[src/rtl/data_port_arbiter_pkg.sv]
// Shared types and constants for the data-port arbiter: owner tags, FSM states, request payload.
package data_port_arbiter_pkg;

   localparam int unsigned ADDR_W = 15;
   localparam int unsigned DATA_W = 16;
   localparam int unsigned TAG_W  = 2;

   typedef logic [TAG_W-1:0] tag_t;

   localparam tag_t OWN_NONE = 2'd0;
   localparam tag_t OWN_CPU  = 2'd1;
   localparam tag_t OWN_DBG  = 2'd2;

   typedef enum logic [1:0] {
      ST_RUN    = 2'd0,
      ST_DRAIN  = 2'd1,
      ST_HALTED = 2'd2
   } arb_state_e;

   typedef struct packed {
      logic              we;
      logic [ADDR_W-1:0] addr;
      logic [DATA_W-1:0] wdata;
   } mem_req_t;

   // Owner tag pushed into the read pipe: only granted reads are tracked.
   function automatic tag_t read_tag(input logic gnt, input logic we, input tag_t owner);
      return (gnt && !we) ? owner : OWN_NONE;
   endfunction

endpackage

[src/rtl/data_port_arbiter_rd_tag_pipe.sv]
// Shift register of read-owner tags; the head tag marks whose read data is on mem_rdata this cycle.
module data_port_arbiter_rd_tag_pipe
   import data_port_arbiter_pkg::*;
#(
   parameter int unsigned DEPTH = 2
) (
   input  logic             clk,
   input  logic             reset,
   input  logic [TAG_W-1:0] tag_in,
   output logic [TAG_W-1:0] tag_head,
   output logic             has_cpu_tag
);

   tag_t tag_q [DEPTH];
   tag_t tag_d [DEPTH];

   always_comb begin
      tag_d[0] = tag_in;
      for (int i = 1; i < int'(DEPTH); i++) begin
         tag_d[i] = tag_q[i-1];
      end
   end

   always_ff @(posedge clk) begin
      if (reset) begin
         for (int i = 0; i < int'(DEPTH); i++) begin
            tag_q[i] <= OWN_NONE;
         end
      end else begin
         for (int i = 0; i < int'(DEPTH); i++) begin
            tag_q[i] <= tag_d[i];
         end
      end
   end

   assign tag_head = tag_q[DEPTH-1];

   // The head tag retires this cycle, so only the stages behind it count as still pending.
   always_comb begin
      has_cpu_tag = 1'b0;
      for (int i = 0; i < int'(DEPTH) - 1; i++) begin
         if (tag_q[i] == OWN_CPU) begin
            has_cpu_tag = 1'b1;
         end
      end
   end

endmodule

[src/rtl/data_port_arbiter.sv]
// Shares mem read port 1 and the write port between the CPU load/store stage and the debug port.
// CPU has priority, a starvation counter forces debug slots, and hold mode halts the CPU.
module data_port_arbiter
   import data_port_arbiter_pkg::*;
#(
   parameter int unsigned READ_LATENCY = 2,
   parameter int unsigned STARVE_LIMIT = 4
) (
   input  logic              clk,
   input  logic              reset,
   input  logic              cpu_req,
   input  logic              cpu_we,
   input  logic [ADDR_W-1:0] cpu_addr,
   input  logic [DATA_W-1:0] cpu_wdata,
   output logic              cpu_stall,
   output logic              cpu_rvalid,
   output logic [DATA_W-1:0] cpu_rdata,
   input  logic              dbg_req,
   input  logic              dbg_we,
   input  logic [ADDR_W-1:0] dbg_addr,
   input  logic [DATA_W-1:0] dbg_wdata,
   input  logic              dbg_hold,
   output logic              dbg_gnt,
   output logic              dbg_halted,
   output logic              dbg_rvalid,
   output logic [DATA_W-1:0] dbg_rdata,
   output logic [ADDR_W-1:0] mem_raddr,
   input  logic [DATA_W-1:0] mem_rdata,
   output logic              mem_wen,
   output logic [ADDR_W-1:0] mem_waddr,
   output logic [DATA_W-1:0] mem_wdata
);

   localparam int unsigned      CNT_W   = $clog2(STARVE_LIMIT + 1);
   localparam logic [CNT_W-1:0] CNT_MAX = CNT_W'(STARVE_LIMIT);

   arb_state_e       state_q, state_d;
   logic [CNT_W-1:0] cnt_q, cnt_d;

   logic     cpu_gnt;
   logic     dbg_gnt_i;
   logic     stall_i;
   logic     has_cpu_tag;
   tag_t     tag_in;
   tag_t     tag_head;
   mem_req_t sel;

   // Grant decision, starvation count and ownership FSM.
   always_comb begin
      state_d   = state_q;
      cnt_d     = cnt_q;
      cpu_gnt   = 1'b0;
      dbg_gnt_i = 1'b0;
      stall_i   = 1'b0;
      unique case (state_q)
         ST_RUN: begin
            if (cpu_req && (cnt_q < CNT_MAX)) begin
               cpu_gnt = 1'b1;
            end else if (dbg_req) begin
               dbg_gnt_i = 1'b1;
            end
            stall_i = cpu_req && !cpu_gnt;
            if (dbg_req && !dbg_gnt_i) begin
               cnt_d = (cnt_q == CNT_MAX) ? cnt_q : cnt_q + CNT_W'(1);
            end else begin
               cnt_d = '0;
            end
            if (dbg_hold) begin
               state_d = ST_DRAIN;
               cnt_d   = '0;
            end
         end
         ST_DRAIN: begin
            stall_i   = cpu_req;
            dbg_gnt_i = dbg_req;
            cnt_d     = '0;
            if (!dbg_hold) begin
               state_d = ST_RUN;
            end else if (!has_cpu_tag) begin
               state_d = ST_HALTED;
            end
         end
         ST_HALTED: begin
            stall_i   = 1'b1;
            dbg_gnt_i = dbg_req;
            cnt_d     = '0;
            if (!dbg_hold) begin
               state_d = ST_RUN;
            end
         end
         default: begin
            state_d = ST_RUN;
            cnt_d   = '0;
         end
      endcase
      // Nothing is granted or stalled while reset is held.
      if (reset) begin
         cpu_gnt   = 1'b0;
         dbg_gnt_i = 1'b0;
         stall_i   = 1'b0;
      end
   end

   always_ff @(posedge clk) begin
      if (reset) begin
         state_q <= ST_RUN;
         cnt_q   <= '0;
      end else begin
         state_q <= state_d;
         cnt_q   <= cnt_d;
      end
   end

   always_comb begin
      if (cpu_gnt) begin
         sel.we    = cpu_we;
         sel.addr  = cpu_addr;
         sel.wdata = cpu_wdata;
      end else begin
         sel.we    = dbg_we;
         sel.addr  = dbg_addr;
         sel.wdata = dbg_wdata;
      end
   end

   // Memory port drive for the granted owner; idle ports stay at zero.
   always_comb begin
      mem_wen   = 1'b0;
      mem_waddr = '0;
      mem_wdata = '0;
      mem_raddr = '0;
      if (cpu_gnt || dbg_gnt_i) begin
         if (sel.we) begin
            mem_wen   = 1'b1;
            mem_waddr = sel.addr;
            mem_wdata = sel.wdata;
         end else begin
            mem_raddr = sel.addr;
         end
      end
   end

   assign tag_in = cpu_gnt ? read_tag(cpu_gnt, cpu_we, OWN_CPU)
                           : read_tag(dbg_gnt_i, dbg_we, OWN_DBG);

   data_port_arbiter_rd_tag_pipe #(
      .DEPTH (READ_LATENCY)
   ) u_rd_tag_pipe (
      .clk         (clk),
      .reset       (reset),
      .tag_in      (tag_in),
      .tag_head    (tag_head),
      .has_cpu_tag (has_cpu_tag)
   );

   assign cpu_stall  = stall_i;
   assign dbg_gnt    = dbg_gnt_i;
   assign dbg_halted = !reset && (state_q == ST_HALTED);
   assign cpu_rvalid = !reset && (tag_head == OWN_CPU);
   assign dbg_rvalid = !reset && (tag_head == OWN_DBG);
   assign cpu_rdata  = reset ? '0 : mem_rdata;
   assign dbg_rdata  = reset ? '0 : mem_rdata;

endmodule
[config.mk]
export PLATFORM = sky130hd
export DESIGN_NAME = data_port_arbiter
export DESIGN_NICKNAME = d
export VERILOG_FILES = /design/src/rtl/data_port_arbiter_pkg.sv /design/src/rtl/data_port_arbiter_rd_tag_pipe.sv /design/src/rtl/data_port_arbiter.sv
export SDC_FILE = /design/constraint.sdc
export NUM_CORES = 1
export LEC_CHECK = 0
export ABC_AREA = 1
export CELL_PAD_IN_SITES_DETAIL_PLACEMENT = 0
export CELL_PAD_IN_SITES_GLOBAL_PLACEMENT = 2
export CORE_MARGIN = 5
export CORE_UTILIZATION = 12
export CTS_BUF_LIST = sky130_fd_sc_hd__clkbuf_8
export CTS_CLUSTER_SIZE = 24
export DETAILED_ROUTE_END_ITERATION = 7
export HOLD_SLACK_MARGIN = 0.06
export MAX_ROUTING_LAYER = met4
export PLACE_DENSITY = 0.82
export SYNTH_ARGS = -nofsm -noshare
export SYNTH_HDL_FRONTEND = slang
export SYNTH_HIERARCHICAL = 1
export SYNTH_SLANG_ARGS = --single-unit
[constraint.sdc]
create_clock -name clk -period 2.2 [get_ports clk]
set_clock_uncertainty 0.05 [all_clocks]
set_input_delay 0.44 -clock clk [delete_from_list [all_inputs] [get_ports clk]]
set_output_delay 0.44 -clock clk [all_outputs]
set_load 0.1 [all_outputs]
==> impl_metrics.yaml <==
status:
  run_status: "finished with violations"
  failed_checks: "setup timing"
cts:
  cts-buffers-inserted: 3
  cts_tree: "built"
  clock_path_buffers: 2
  cts_hold_buf: 0
  clock_latency_ns: 0.24
  clkTransAtPathRegs_ns: 0.04
  clock_sinks: 9
  h-tree-depth: 1
  root_buffer: "clkbuf_8"
layout:
  diodes: 0
  stdcell_area_sq_um: 5130
  layout.nets: 599
  fill_cells: 1371
  drive_above_1_share: 0.464
  syn2layout_area_growth_pct: 211
  utilization: 0.384
placed_design:
  place.gp.congestion: 0.755
  pre_cts_slack_ns: -0.521
  placed_area_sq_um: 4590
  hpwl_microns: 7300
  portBuffers: 168
logic_synthesis:
  syn_area_sq_um: 1650
  synth_top_area_share: 0.342
  synth_area_leaders: "nand2_1 34%, nor2_1 15%, dfxtp_1 11%, inv_1 8.0%, buf_4 7.8%"
  seq_area_frac_synth: 0.109
  synth_seq_cells: 9
  syn_inst: 333
  syn-num-nets: 424
  synth_area_leader_cell: "nand2_1"
  syn_area_per_cell_sq_um: 4.94
  ys_warn_count: 6
  ys_types: 25
global_routing:
  grt_pass1_vias: 2769
  grtUsageTotal: 0.108
  grt_pass1_wl_microns: 13800
  grt_max_degree: 18
  antenna_found_initial: 0
  overflow: 0
route:
  routed_wirelength_microns: 9040
  route.vias.total: 2586
  drt_iter0_drc: 100
  drt_pass1_iterations: 4
  avgRoutedWirePerCell_microns: 13.2
  viasPerCell: 3.79
  ant_nets: 0
  drc: 0
timing:
  whs_ns: 0.365
  max_slew_margin: 0.770
  worstMarginPinSlew_ns: 0.344
  setup_violations: 47
  fin_crit_sh: 1.10
  post-route-min-period_ns: 2.41
  rsz0062_at_grt: "true"
  setup_slack_ns: -0.212
  drv_slew: 0
  hold_viol: 0
  max_freq_ghz: 0.415
floorplanning:
  dieArea_sq_um: 16200
  chipWidth_microns: 127
  rows: 42
  io_pins: 169
  die_height_microns: 127
  fp.coreArea_sq_um: 13300
  initial_utilization: 0.123
critical_path:
  required_ns: 1.71
  cp-end-kind: "output pin"
  r2r_start: "state_q[0]"
  cp.arrival_ns: 1.92
  cp_common_cell: "buf_12"
  path_max_fanout: 17
  reg2reg_depth: 9
  path_cells: "buf_4 -> ha_2 -> or2_4 -> nor2_4 -> a21oi_4 -> buf_12 -> nor2_2 -> buf_12"
  reg2reg_to: "u_rd_tag_pipe/tag_q[0][1]"
  crit_type: "reg2out"
  slowest_stage: "dfxtp_2"
  rrSetupSlack_ns: 0.66
  startpoint: "state_q[0]"
  cpPeakStageDelay_ns: 0.32
  start_kind: "flip-flop"
hold_path:
  holdCritPathClass: "reg2reg"
  holdPathEnd: "u_rd_tag_pipe/tag_q[0][3]"
  hp-start: "u_rd_tag_pipe/tag_q[0][1]"
  hold_depth: 2
power:
  power_density_nw_per_um2: 428
  peakVddDrop_uv: 183
  p_leak_nw: 2.20
run:
  max-cap-violations: 0
what timing repair did:
action                                  4_1_cts  5_1_grt
pin swaps                                    11       24
endpoints found under the setup margin       50       47
cloned                                        3        1
setup buffers                                 7        3
gates resized for setup                      50       38
critical path, delay by kind of cell, from the launching register on:
family / cells / cell delay, ns
buffers and inverters: 3 / 0.52
AO/OA/AOI/OAI: 1 / 0.13
flip-flops: 1 / 0.32
AND/OR/NAND/NOR: 3 / 0.54
adder cells (fa/ha/maj): 1 / 0.16
synth_stat cells:
cell / instances
buf_6: 6
o211ai_1: 1
buf_4: 17
ha_1: 6
nand3_1: 4
xor2_1: 1
inv_1: 35
o22ai_1: 1
nand2_2: 2
nor2_1: 67
buf_2: 7
a21oi_1: 6
xnor2_1: 1
inv_2: 1
nor2_2: 9
or2_1: 1
nor2_4: 1
o21ai_0: 1
nand4_1: 1
nor3_1: 1
nand2_1: 150
clkinv_2: 1
nand2_4: 1
dfxtp_1: 9
clkbuf_1: 3
cells by family (layout without fill, tap and decap cells):
kind of cell | Yosys count | in the layout | synth area share
AOI/OAI and AO/OA | 9 | 9 | 0.0296
xor gates and xnor gates | 2 | 2 | 0.0106
adders and majority gates | 6 | 6 | 0.0456
buffers and inverters | 70 | 244 | 0.232
DFF | 9 | 9 | 0.109
and+or+nand+nor | 237 | 237 | 0.573
layout make-up:
| cell class | instances | area [sq um] | area share |
|---|---|---|---|
| clock buffers | 3 | 41.3 | 0.00805 |
| clock inverters | 1 | 3.75 | 0.000732 |
| inverters | 37 | 149 | 0.0290 |
| multi-input cells | 254 | 1540 | 0.301 |
| flip-flops and latches | 9 | 183 | 0.0356 |
| well taps | 176 | 220 | 0.0430 |
| repair buffers | 203 | 2990 | 0.583 |
per-stage QoR:
step	std cells	setup TNS, ns	total power, mW
after floorplan	333	-17.32	1.18
after global placement	665	-21.08	1.83
after detailed placement	665	-21.98	1.83
after CTS	679	-8.91	2.14
after global routing	683	-13.50	2.29
final	683	-8.43	2.19
registers in the layout, indices dropped and copies added (netlist names):
name / flops
u_rd_tag_pipe/tag_q: 4
cnt_q: 3
state_q: 2
how the worst max path moves through the flow:
stage | depth (start not counted) | slack (ns) | endpoint
finish | 8 | -0.21 | mem_wdata[11]
global route | 13 | -0.32 | mem_wdata[12]
CTS | 10 | -0.22 | mem_waddr[6]
detailed placement | 9 | -0.52 | mem_raddr[4]
global placement | 9 | -0.52 | mem_raddr[4]
floorplan | 7 | -0.32 | mem_waddr[0]
metal layers:
metal | share of wire | wire length (microns) | track usage | up-vias
met5 | 0 | 0 | - | -
met4 | 0.022 | 198 | 0.0284 | 0
met3 | 0.053 | 482 | 0.0205 | 12
met2 | 0.55 | 4970 | 0.204 | 93
met1 | 0.37 | 3390 | 0.115 | 1170
li1 | - | - | - | 1311
report_power, final:
group | leakage (nW) | switching (mW) | internal [mW]
clock network | 0.0269 | 0.0692 | 0.122
registers | 0.0738 | 0.00344 | 0.170
logic | 2.10 | 1.11 | 0.716
total | 2.20 | 1.18 | 1.01
placed cells by master (no fill, tap or decap), types with 2 or more instances in the layout:
cell type / count
inv_1: 34
buf_12: 91
ha_1: 4
nor2_4: 33
nor2_2: 35
buf_16: 2
nor2_1: 9
buf_4: 15
buf_6: 8
dfxtp_1: 7
inv_2: 2
a21oi_1: 4
nand2_2: 22
nand2_4: 9
clkbuf_8: 3
nand3_1: 3
dfxtp_2: 2
clkdlybuf4s50_1: 82
nand2_1: 122
Power figures use the tool's default switching activity.
